--- src/rtl/regfile_write_arbiter_pkg.sv ---
// Shared definitions for the register-file write arbiter: default widths and FSM states.
// Optional feature macro used by the top level: REGFILE_ZERO_GUARD_EN.
package regfile_write_arbiter_pkg;

    localparam int DEF_ADDR_W   = 5;
    localparam int DEF_DATA_W   = 32;
    localparam int DEF_NUM_REGS = 32;

    typedef enum logic {
        ST_IDLE  = 1'b0,
        ST_CLEAR = 1'b1
    } state_t;

endpackage

--- src/rtl/regfile_wr_slot.sv ---
// One-entry holding slot for a register write request (address + data + full flag).
module regfile_wr_slot
    import regfile_write_arbiter_pkg::*;
#(
    parameter int ADDR_W = DEF_ADDR_W,
    parameter int DATA_W = DEF_DATA_W
) (
    input  logic              clk,
    input  logic              rst,
    input  logic              load,
    input  logic              drain,
    input  logic [ADDR_W-1:0] load_addr,
    input  logic [DATA_W-1:0] load_data,
    output logic              full,
    output logic [ADDR_W-1:0] addr,
    output logic [DATA_W-1:0] data
);

    // A load only happens when the slot is empty, so it never collides with a drain.
    always_ff @(posedge clk) begin
        if (rst) begin
            full <= 1'b0;
            addr <= '0;
            data <= '0;
        end else if (load) begin
            full <= 1'b1;
            addr <= load_addr;
            data <= load_data;
        end else if (drain) begin
            full <= 1'b0;
        end
    end

endmodule

--- src/rtl/regfile_write_arbiter.sv ---
// Round-robin arbiter sharing the register-file write port between A and B, with a clear sweep.
// Define REGFILE_ZERO_GUARD_EN to suppress requester writes to the top register (XZR).
module regfile_write_arbiter
    import regfile_write_arbiter_pkg::*;
#(
    parameter int ADDR_W   = DEF_ADDR_W,
    parameter int DATA_W   = DEF_DATA_W,
    parameter int NUM_REGS = DEF_NUM_REGS
) (
    input  logic              clk,
    input  logic              rst,
    input  logic              clr_start,
    output logic              clr_busy,
    input  logic              a_valid,
    output logic              a_ready,
    input  logic [ADDR_W-1:0] a_addr,
    input  logic [DATA_W-1:0] a_data,
    input  logic              b_valid,
    output logic              b_ready,
    input  logic [ADDR_W-1:0] b_addr,
    input  logic [DATA_W-1:0] b_data,
    output logic              wr_en,
    output logic [ADDR_W-1:0] wr_addr,
    output logic [DATA_W-1:0] wr_data
);

`ifdef REGFILE_ZERO_GUARD_EN
    localparam bit ZERO_GUARD = 1'b1;
`else
    localparam bit ZERO_GUARD = 1'b0;
`endif

    localparam logic [ADDR_W-1:0] LAST_ADDR = ADDR_W'(NUM_REGS - 1);

    // rr == 0 means A wins the next two-way contest.
    state_t            state, state_d;
    logic              rr, rr_d;
    logic [ADDR_W-1:0] cnt, cnt_d;
    logic              a_full, b_full, a_full_d, b_full_d;
    logic [ADDR_W-1:0] a_slot_addr, b_slot_addr;
    logic [DATA_W-1:0] a_slot_data, b_slot_data;
    logic              a_load, b_load, gnt_a, gnt_b;
    logic              a_ready_d, b_ready_d, wr_en_d;
    logic [ADDR_W-1:0] wr_addr_d;
    logic [DATA_W-1:0] wr_data_d;

    function automatic logic guarded(input logic [ADDR_W-1:0] addr);
        return ZERO_GUARD && (addr == LAST_ADDR);
    endfunction

    assign a_load = a_valid && a_ready;
    assign b_load = b_valid && b_ready;

    regfile_wr_slot #(.ADDR_W(ADDR_W), .DATA_W(DATA_W)) u_slot_a (
        .clk       (clk),
        .rst       (rst),
        .load      (a_load),
        .drain     (gnt_a),
        .load_addr (a_addr),
        .load_data (a_data),
        .full      (a_full),
        .addr      (a_slot_addr),
        .data      (a_slot_data)
    );

    regfile_wr_slot #(.ADDR_W(ADDR_W), .DATA_W(DATA_W)) u_slot_b (
        .clk       (clk),
        .rst       (rst),
        .load      (b_load),
        .drain     (gnt_b),
        .load_addr (b_addr),
        .load_data (b_data),
        .full      (b_full),
        .addr      (b_slot_addr),
        .data      (b_slot_data)
    );

    // A clear request takes priority over any pending grant; slots simply wait it out.
    always_comb begin
        state_d   = state;
        rr_d      = rr;
        cnt_d     = cnt;
        gnt_a     = 1'b0;
        gnt_b     = 1'b0;
        wr_en_d   = 1'b0;
        wr_addr_d = '0;
        wr_data_d = '0;
        unique case (state)
            ST_IDLE: begin
                if (clr_start) begin
                    state_d = ST_CLEAR;
                    wr_en_d = 1'b1;
                    cnt_d   = ADDR_W'(1);
                end else begin
                    if (a_full && b_full) begin
                        gnt_a = !rr;
                        gnt_b = rr;
                        rr_d  = !rr;
                    end else if (a_full) begin
                        gnt_a = 1'b1;
                        rr_d  = 1'b1;
                    end else if (b_full) begin
                        gnt_b = 1'b1;
                        rr_d  = 1'b0;
                    end
                    if (gnt_a) begin
                        wr_en_d   = !guarded(a_slot_addr);
                        wr_addr_d = a_slot_addr;
                        wr_data_d = a_slot_data;
                    end else if (gnt_b) begin
                        wr_en_d   = !guarded(b_slot_addr);
                        wr_addr_d = b_slot_addr;
                        wr_data_d = b_slot_data;
                    end
                end
            end
            ST_CLEAR: begin
                wr_en_d   = 1'b1;
                wr_addr_d = cnt;
                cnt_d     = cnt + ADDR_W'(1);
                if (cnt == LAST_ADDR) begin
                    state_d = ST_IDLE;
                    cnt_d   = '0;
                end
            end
            default: state_d = ST_IDLE;
        endcase

        a_full_d  = (a_full && !gnt_a) || a_load;
        b_full_d  = (b_full && !gnt_b) || b_load;
        a_ready_d = !a_full_d && (state_d == ST_IDLE);
        b_ready_d = !b_full_d && (state_d == ST_IDLE);
    end

    always_ff @(posedge clk) begin
        if (rst) begin
            state    <= ST_IDLE;
            rr       <= 1'b0;
            cnt      <= '0;
            clr_busy <= 1'b0;
            a_ready  <= 1'b1;
            b_ready  <= 1'b1;
            wr_en    <= 1'b0;
            wr_addr  <= '0;
            wr_data  <= '0;
        end else begin
            state    <= state_d;
            rr       <= rr_d;
            cnt      <= cnt_d;
            clr_busy <= (state_d == ST_CLEAR);
            a_ready  <= a_ready_d;
            b_ready  <= b_ready_d;
            wr_en    <= wr_en_d;
            wr_addr  <= wr_addr_d;
            wr_data  <= wr_data_d;
        end
    end

endmodule
--- config.mk ---
export PLATFORM = sky130hd
export DESIGN_NAME = regfile_write_arbiter
export DESIGN_NICKNAME = d
export VERILOG_FILES = /design/src/rtl/regfile_write_arbiter_pkg.sv /design/src/rtl/regfile_wr_slot.sv /design/src/rtl/regfile_write_arbiter.sv
export SDC_FILE = /design/constraint.sdc
export NUM_CORES = 1
export LEC_CHECK = 0
export BUFFER_PORTS_ARGS = -buffer_cell sky130_fd_sc_hd__buf_2
export CAP_MARGIN = 0
export CORE_MARGIN = 2
export CORE_UTILIZATION = 47
export DETAILED_ROUTE_END_ITERATION = 8
export PLACE_DENSITY = 0.75
export SLEW_MARGIN = 20
export SYNTH_ARGS = -nofsm -noshare
export SYNTH_HDL_FRONTEND = slang
export SYNTH_HIERARCHICAL = 1
export SYNTH_SLANG_ARGS = --single-unit
--- constraint.sdc ---
create_clock -name clk -period 1.55 [get_ports clk]
set_input_delay 0.0775 -clock clk [delete_from_list [all_inputs] [get_ports clk]]
set_output_delay 0.0775 -clock clk [all_outputs]
set_load 0.1 [all_outputs]
==> reports/results.tsv, run 1 <==
metric	value	unit
status	finished, final reports clean	
slowest cell on the critical path	buf_2	
Worst setup SP type	flop	
wire length of the first global-routing pass	18610	um
max frequency	674.0	MHz
final hold violations	0	
Post-synth EDFFs	0	
Final Setup Violations	0	
leading area contributor after synthesis	dfxtp_1	
CP top delay family	buffers and inverters	
CTS max path bufs	2	
Yosys top cell area share	54.10	%
vias in the first global route	3882	
class of the worst hold path	input port to flop	
Tmin final	1.484	ns
WP data required	1.47	ns
area grow syn2layout	43.13	%
slew margin rel.	65.37	%
CTS sink cnt	123	
largest family of logic cells by synthesized area	multiplexers	
post-synthesis mux area share	16.49	%
post-place setup slack	-0.04940	ns
CTS tree	built	
CP endpoint kind	output pin	
clk_lat worst skew	0.52	ns
final count of pins violating max slew	0	
Die Height	102.4	um
n_diodes	0	
DRC Markers	0	
R2R setup slack	0.10	ns
H-tree depth	4	
Top Layer Used	met4	
Post-synth top cells	123 x dfxtp_1, 109 x nor2_1, 75 x mux2i_1, 32 x a32oi_1, 13 x buf_2	
crit path max fanout	10	
adder-cell share of the synthesized area	0.5498	%
Avg Synthesized Cell Area	10.69	um2
final wirelength	11940	um
row cnt	35	
port bufs	119	
Area contributors post-synth	dfxtp_1 54%, mux2i_1 16%, nor2_1 9.0%	
HPWL Detailed	6735	um
Tot GR Track Use	23.50	%
Final period util	95.72	%
Vias	3829	
IO Pins	120	
Initial DRC Count	203	
fin nets	704	
Overflow after GRT	0	
WP buf/inv	1	
clk_skew	0.01329	ns
CP cell instances	buf_2	
Max VDD drop	0.9533	mV
Metal-1 WL	5038	um
Syn Nets	507	
met3 WL	520	um
sequential fraction of the synthesis area	54.10	%
number of library cell types mapped by synthesis	35	
die area	10490	um2
CP Class	flop to output pin	
CTS buffer count	17	
synthesized flop and latch total	123	
Simple-Gate Fraction of Synth Area	12.07	%
Routed Antenna Nets	0	
maximum number of pins on one net before global-route repair	82	
vias per cell	5.005	
count leader, synth	dfxtp_1	
top_reg_cell synth	dfxtp_1	
XOR/XNOR Fraction of Synth Area	0.1924	%
antenna violations before repair	0	
Initial DRT Pass Iterations	4	
Clock transition at path regs	0.06	ns
Synth Warn #	6	
clk root buf	clkbuf_8	
die width	102.4	um
Final Util	69.85	%
Core Area	9328	um2
initial core utilization	48.80	%
Synth Instances	426	
share of post-route cells with drive strength above 1	28.30	%
FFs w/ async S/R, synth	0	%
compound-cell area share of the yosys netlist	9.951	%
P_leak	2.862	nW
Pwr Density	1195	nW/um2
Worst-Margin Slew	0.5167	ns
maxcap violations	0	
Slowest Stage Delay on Critical Path	0.47	ns
mapped cell area	4552	um2
routed length on met2	6259	um
Routability Congestion	0.7983	
final worst setup slack	0.06641	ns
critical path arrival	1.41	ns
Avg WL per Cell	15.61	um
-- registers in the layout (all words and copies together), names as in the netlist --
register,cells
u_slot_a/data,32
u_slot_b/data,32
wr_data,32
cnt,5
u_slot_a/addr,5
u_slot_b/addr,5
wr_addr,5
a_ready,1
b_ready,1
rr,1
state,1
u_slot_a/full,1
u_slot_b/full,1
wr_en,1
-- timing repair --
action / CTS / global route
pin swaps: 0 / 1
gates resized for setup: 1 / 2
hold endpoints to repair: 79 / 0
setup buffers: 0 / 1
setup endpoints to repair: 1 / 3
hold buffers: 78 / 0
-- where the power goes --
part	leakage, nW	internal [mW]	total [mW]	switching (mW)
registers	1.00	3.31	3.41	0.0909
logic	1.61	0.450	0.996	0.546
clock network	0.247	1.99	3.38	1.39
-- metrics by stage --
stage / total power [mW] / cells / hold slack [ns] / area, um2 / setup TNS (ns)
floorplan: 4.062 / 426 / 0.2243 / 4556 / 0
global placement: 4.270 / 654 / 0.3110 / 5202 / 0
detailed placement: 4.291 / 654 / 0.3200 / 5202 / -0.04940
CTS: 7.814 / 764 / 0.3064 / 6501 / 0
global route: 8.082 / 765 / 0.3171 / 6515 / -0.01602
finish: 7.785 / 765 / 0.3295 / 6515 / 0
-- per-layer routing --
layer | up-vias | track usage (%)
met1 | 1814 | 26.46
met2 | 120 | 41.75
met3 | 11 | 7.319
met4 | 0 | 8.718
li1 | 1884 | -
met5 | - | 0
-- cells by family after synthesis --
group                    after synthesis
AND/OR/NAND/NOR                      131
buffers and inverters                 40
AO/OA/AOI/OAI                         54
flip-flops                           123
adder cells (fa/ha/maj)                2
XOR/XNOR                               1
multiplexers                          75
-- cell type report --
cell class / count / area (um2)
repair buffers: 213 / 1546
multi-input cells: 263 / 1809
fillers: 677 / 2813
inverters: 5 / 18.77
clock buffers: 21 / 439.2
well taps: 129 / 161.4
clock inverters: 11 / 73.82
flip-flops and latches: 123 / 2466
-- cells in the final DEF, fill, tap and decap left out, drive strengths merged --
master       count
a32oi           32
or3              1
clkinvlp         3
clkinv           8
and2             1
nand2            3
nand2b           4
clkbuf          21
buf            135
a21bo            1
nor3b            1
ha               2
a211o            1
a221o            5
a22o             3
nor2           109
nand3b           1
dlygate4sd3     78
o21bai           1
mux2i           75
inv              5
dfxtp          123
a21oi            6
and3             8
nor2b            1
a311oi           1
a31o             2
a21boi           1
xnor2            1
nor3             1
a31oi            1
nand3            1
-- worst paths after layout --
kind | start | end | cells past startpoint
worst max-delay path | state$_SDFF_PP0_ | clr_busy | 1
worst min-delay path | a_data[26] | u_slot_a/data[26]$_SDFFE_PP0P_ | 4
worst max register to register | cnt[0]$_SDFFE_PP0N_ | a_ready$_SDFF_PP1_ | 6
worst min register to register | u_slot_a/data[15]$_SDFFE_PP0P_ | wr_data[15]$_SDFF_PP0_ | 2
Note: power is estimated with default switching activity, not from simulation.
==> run 2: changes to the inputs <==
==> constraint.sdc (replaced) <==
create_clock -name clk -period 1.55 [get_ports clk]
set_input_delay 0.0775 -clock clk [delete_from_list [all_inputs] [get_ports clk]]
set_output_delay 0.0775 -clock clk [all_outputs]
set_load 0.01 [all_outputs]
==> reports/results.tsv, run 2 (synthesized netlist as in run 1, its figures left out) <==
metric	value	unit	change
Top Registers	u_slot_a/data (32), u_slot_b/data (32), wr_data (32)		unchanged
initial core utilization	48.80	%	unchanged
Clock transition at path regs	0.06	ns	about the same
wire length of the first global-routing pass	18640	um	was 18610 um
Routability Congestion	0.8546		was 0.7983
Tot GR Track Use	23.45	%	was 23.50%
CTS tree	built		unchanged
Max VDD drop	0.6496	mV	was 0.9533 mV
antenna violations before repair	0		unchanged
hold path depth	4		unchanged
Routed Antenna Nets	0		unchanged
DRC Markers	0		unchanged
fin nets	705		was 704
HPWL Detailed	6888	um	was 6735 um
post-route cell area	6678	um2	was 6515 um2
final worst setup slack	0.08086	ns	was 0.06641 ns
maximum number of pins on one net before global-route repair	79		was 82
Initial DRT Pass Iterations	4		unchanged
IO Pins	120		unchanged
# Post-CTS Setup Buffers	0		unchanged
n_diodes	0		unchanged
Worst-Margin Slew	0.5328	ns	was 0.5167 ns
status	finished, final reports clean		unchanged
die area	10490	um2	unchanged
Pwr Density	1281	nW/um2	was 1195 nW/um2
multi-input logic area	1809	um2	unchanged
Vias	3941		was 3829
P_leak	2.936	nW	was 2.862 nW
RSZ-0062 raised after global routing	no		
CTS sink cnt	123		unchanged
RR Endpoint	cnt[2]$_SDFFE_PP0N_		was a_ready$_SDFF_PP1_
Core Area	9328	um2	unchanged
vias per cell	5.145		was 5.005
placed cell count	656		was 654
R2R setup slack	0.08	ns	was 0.10 ns
Slowest Stage Delay on Critical Path	0.31	ns	was 0.47 ns
Avg WL per Cell	15.95	um	was 15.61 um
class of the worst hold path	input port to flop		unchanged
min-delay src	a_data[5]		was a_data[26]
slew margin rel.	64.40	%	was 65.37%
CP top delay family	simple AND/OR/NAND/NOR gates		was buffers and inverters
Worst setup SP type	flop		unchanged
Filler cells	657		was 677
clk root buf	clkbuf_8		unchanged
row cnt	35		unchanged
final hold violations	0		unchanged
final count of pins violating max slew	0		unchanged
critical path arrival	1.89	ns	was 1.41 ns
Placement Cell Area	5240	um2	was 5202 um2
vias in the first global route	3964		was 3882
crit path max fanout	3		was 10
CP Class	flop to flop		was flop to output pin
area grow syn2layout	46.70	%	was 43.13%
Final period util	94.78	%	was 95.72%
post-place setup slack	-0.02488	ns	was -0.04940 ns
CTS buffer count	17		unchanged
CTS max path bufs	2		unchanged
maxcap violations	0		unchanged
clk_skew	0.01013	ns	was 0.01329 ns
most common cell after layout, fill and taps aside	dfxtp_1		unchanged
WP data required	1.97	ns	was 1.47 ns
Register Area	2464	um2	was 2466 um2
CP cell instances	ha_2 -> and3_1 -> ha_1 -> nor3b_2 -> nand2b_1 -> a31oi_1		was buf_2
final wirelength	12220	um	was 11940 um
port bufs	119		unchanged
Die Height	102.4	um	unchanged
CP endpoint kind	flop		was output pin
clk_lat worst skew	0.50	ns	was 0.52 ns
WP buf/inv	0		was 1
worst hold path endpoint	u_slot_a/data[5]$_SDFFE_PP0P_		was u_slot_a/data[26]$_SDFFE_PP0P_
slowest cell on the critical path	dfxtp_1		was buf_2
Worst R2R Start	cnt[0]$_SDFFE_PP0N_		unchanged
max frequency	680.7	MHz	was 674.0 MHz
Tmin final	1.469	ns	was 1.484 ns
share of post-route cells with drive strength above 1	28.41	%	was 28.30%
Overflow after GRT	0		unchanged
FF-to-FF path depth	6		unchanged
most frequent cells in the layout	122 x dfxtp_1, 119 x buf_2, 109 x nor2_1, 78 x dlygate4sd3_1, 74 x mux2i_1		was 120 x dfxtp_1, 119 x buf_2, 109 x nor2_1, 78 x dlygate4sd3_1, 74 x mux2i_1
Final Setup Violations	0		unchanged
Final Util	71.59	%	was 69.85%
die width	102.4	um	unchanged
Initial DRC Count	137		was 203
H-tree depth	4		unchanged
final std cells w/o fill	766		was 765
[run 2: cell types whose count changed in the layout (fill, tap and decap cells not counted), moves of 2 or more]
cell / delta
buf_12: +2
inv_6: +3
bufinv_16: +5
clkinv_2: -4
dfxtp_2: -2
dfxtp_1: +2
clkbuf_1: -2
[run 2: routing by layer]
layer	routed length, um	share of wire (%)	vias up	global-route usage [%]
li1	-	-	1896	-
met1	5066	41	1892	26.66
met2	6389	52	123	41.04
met3	471	3.9	30	5.814
met4	291	2.4	0	11.59
met5	0	0	-	0
[run 2: tightest hold or removal path, cell delays in order]
cell	delay [ns]
dlygate4sd3_1	0.52
buf_2	0.09
mux2i_1	0.05
nor2_1	0.07
[run 2: report_power, final]
| part | total (mW) | switching (mW) | internal, mW |
|---|---|---|---|
| registers | 3.40 | 0.0908 | 3.31 |
| logic | 0.888 | 0.424 | 0.463 |
| clock network | 4.26 | 1.43 | 2.83 |
| total | 8.55 | 1.94 | 6.61 |
[run 2: worst max-delay path by stage]
| stage | start | to | cells past startpoint |
|---|---|---|---|
| after CTS | cnt[0]$_SDFFE_PP0N_ | cnt[2]$_SDFFE_PP0N_ | 6 |
| after global placement | cnt[0]$_SDFFE_PP0N_ | cnt[2]$_SDFFE_PP0N_ | 6 |
| after global routing | cnt[0]$_SDFFE_PP0N_ | cnt[2]$_SDFFE_PP0N_ | 6 |
| after detailed placement | cnt[0]$_SDFFE_PP0N_ | cnt[2]$_SDFFE_PP0N_ | 6 |
| after floorplan | cnt[0]$_SDFFE_PP0N_ | cnt[2]$_SDFFE_PP0N_ | 6 |
| final | cnt[0]$_SDFFE_PP0N_ | cnt[2]$_SDFFE_PP0N_ | 6 |
[run 2: area by class of cell]
type                    instances  share of cell area [%]
flip-flops and latches        123                   36.89
multi-input cells             263                   27.09
repair buffers                214                   23.65
clock buffers                  19                   6.464
clock inverters                13                   3.204
well taps                     129                   2.417
inverters                       5                  0.2811
[run 2: timing repair]
| action | 4_1_cts | 5_1_grt |
|---|---|---|
| endpoints found under the hold margin | 78 | 0 |
| setup endpoints to repair | 1 | 3 |
| gates resized for setup | 1 | 2 |
| hold buffers | 78 | 0 |
| pin swaps | 0 | 2 |
[run 2: per-stage QoR]
step / hold slack, ns / setup TNS (ns) / total power, mW
3_3_place_gp: 0.3105 / 0 / 4.155
3_5_place_dp: 0.3190 / -0.02488 / 4.180
5_1_grt: 0.3415 / 0 / 8.841
4_1_cts: 0.3182 / 0 / 8.598
2_1_floorplan: 0.2243 / 0 / 3.929
6_report: 0.3438 / 0 / 8.555
==> run 3: changes to the inputs <==
CORE_MARGIN = not set   (was 2)
CORE_UTILIZATION = 49   (was 47)
CTS_BUF_LIST = sky130_fd_sc_hd__clkbuf_2   (was not set)
PLACE_DENSITY = 0.78   (was 0.75)
==> reports/results.tsv, run 3 (synthesized netlist as in run 1, its figures left out) <==
metric	value	unit	change
final worst setup slack	0.09728	ns	was 0.08086 ns
Core Area	8848	um2	was 9328 um2
n_diodes	0		unchanged
HPWL Detailed	6885	um	was 6888 um
Initial DRC Count	214		was 137
Pwr Density	1024	nW/um2	was 1281 nW/um2
Int Power	4.692	mW	was 6.610 mW
Avg WL per Cell	16.14	um	was 15.95 um
Worst setup SP type	flop		unchanged
clk_skew	0.03940	ns	was 0.01013 ns
share of post-route cells with drive strength above 1	29.06	%	was 28.41%
Initial DRT Pass Iterations	6		was 4
Tot GR Track Use	26.03	%	was 23.45%
most common cell after layout, fill and taps aside	dfxtp_1		unchanged
Routed Antenna Nets	0		unchanged
final hold violations	0		unchanged
CP Class	flop to flop		unchanged
area grow syn2layout	37.80	%	was 46.70%
clock share of power	33.1	%	was 49.8%
sw power	1.728	mW	was 1.945 mW
wire length of the first global-routing pass	19510	um	was 18640 um
CP endpoint kind	flop		unchanged
Routability Congestion	0.8056		was 0.8546
max frequency	688.4	MHz	was 680.7 MHz
Max VDD drop	0.8431	mV	was 0.6496 mV
Final period util	93.72	%	was 94.78%
CTS buffer count	17		unchanged
DRC Markers	6		was 0
Clock transition at path regs	0.20	ns	was 0.06 ns
Vias	3950		was 3941
Final Setup Violations	0		unchanged
Comb pwr share	13.9	%	was 10.4%
WP data required	2.12	ns	was 1.97 ns
final wirelength	12070	um	was 12220 um
CTS tree	built		unchanged
Filler cells	648		was 657
Worst-Margin Slew	0.4666	ns	was 0.5328 ns
PnR Total Power	6.420	mW	was 8.555 mW
maximum number of pins on one net before global-route repair	82		was 79
sequential power share	53.0	%	was 39.8%
IO Pins	120		unchanged
maxcap violations	0		unchanged
die area	9679	um2	was 10490 um2
fin nets	708		was 705
port bufs	119		unchanged
failing checks	design-rule violations		
most frequent cells in the layout	121 x dfxtp_1, 119 x buf_2, 109 x nor2_1, 78 x dlygate4sd3_1, 75 x mux2i_1		was 122 x dfxtp_1, 119 x buf_2, 109 x nor2_1, 78 x dlygate4sd3_1, 74 x mux2i_1
H-tree depth	4		unchanged
CTS max path bufs	2		unchanged
clk_lat worst skew	0.63	ns	was 0.50 ns
critical path arrival	2.02	ns	was 1.89 ns
switch share	26.92	%	was 22.73%
class of the worst hold path	input port to flop		unchanged
clk root buf	clkbuf_2		was clkbuf_8
vias per cell	5.281		was 5.145
slew margin rel.	68.83	%	was 64.40%
Overflow after GRT	0		unchanged
P_leak	2.789	nW	was 2.936 nW
CTS sink cnt	123		unchanged
initial core utilization	51.44	%	was 48.80%
antenna violations before repair	0		unchanged
final count of pins violating max slew	0		unchanged
TNS Setup	0	ns	unchanged
die width	98.38	um	was 102.4 um
post-place setup slack	-0.04324	ns	was -0.02488 ns
crit path max fanout	3		unchanged
Die Height	98.38	um	was 102.4 um
row cnt	34		was 35
vias in the first global route	4051		was 3964
status	finished, violations left		was finished, final reports clean
Tmin final	1.453	ns	was 1.469 ns
Top Registers	u_slot_a/data (32), u_slot_b/data (32), wr_data (32)		unchanged
run 3: metal layers:
metal / wire [um] / track usage, %
met5: 0 / 0
met4: 204 / 11.25
met3: 589 / 7.731
met2: 6426 / 46.10
met1: 4850 / 28.96
run 3: repair_timing:
action                                 CTS  global route
setup buffers                            0             1
resized for setup                        2             5
endpoints found under the hold margin   86             0
hold buffers                            78             0
pin swaps                                0             3
setup endpoints to repair                2             3
run 3: final timing paths:
path                                       start                             end  slack [ns]  cells past startpoint
setup reg to reg             cnt[1]$_SDFFE_PP0N_              b_ready$_SDFF_PP1_         0.1                      6
hold / removal                        b_data[22]  u_slot_b/data[22]$_SDFFE_PP0P_        0.21                      4
setup / recovery             cnt[1]$_SDFFE_PP0N_              b_ready$_SDFF_PP1_         0.1                      6
hold reg to reg   u_slot_a/data[17]$_SDFFE_PP0P_          wr_data[17]$_SDFF_PP0_        0.49                      2
run 3: power by group through the flow:
stage                     registers, mW  logic [mW]  clock network (mW)
after floorplan                    3.45       0.480                   0
after global placement             3.45       0.690                   0
after detailed placement           3.47       0.711                   0
after CTS                          3.40       0.864                2.18
after global routing               3.43       0.963                2.30
final                              3.41       0.893                2.12
run 3: per-stage QoR:
| step | instance area (um2) | hold WS (ns) | std cells | utilization (%) |
|---|---|---|---|---|
| global route | 6272 | 0.1060 | 748 | 70.89 |
| detailed placement | 5202 | 0.3179 | 637 | 58.80 |
| global placement | 5202 | 0.3106 | 637 | 58.80 |
| floorplan | 4552 | 0.2243 | 426 | - |
| CTS | 6248 | 0.1243 | 747 | 70.62 |
| finish | 6272 | 0.2056 | 748 | 70.89 |
run 3: final cells by class:
class	instances	area, um2	area share (%)
clock buffer	18	90.09	1.436
clock inverter	14	168.9	2.693
inverter	5	18.77	0.2992
multi-input combinational	263	1818	28.98
sequential	123	2465	39.30
tap	108	135.1	2.154
timing repair buffer	217	1577	25.13
run 3: worst max-delay path: stages (launching register included):
cell     delay (ns)
dfxtp_1        0.37
ha_2           0.20
and3_1         0.16
ha_2           0.20
inv_1          0.06
mux2i_1        0.23
a31o_2         0.20
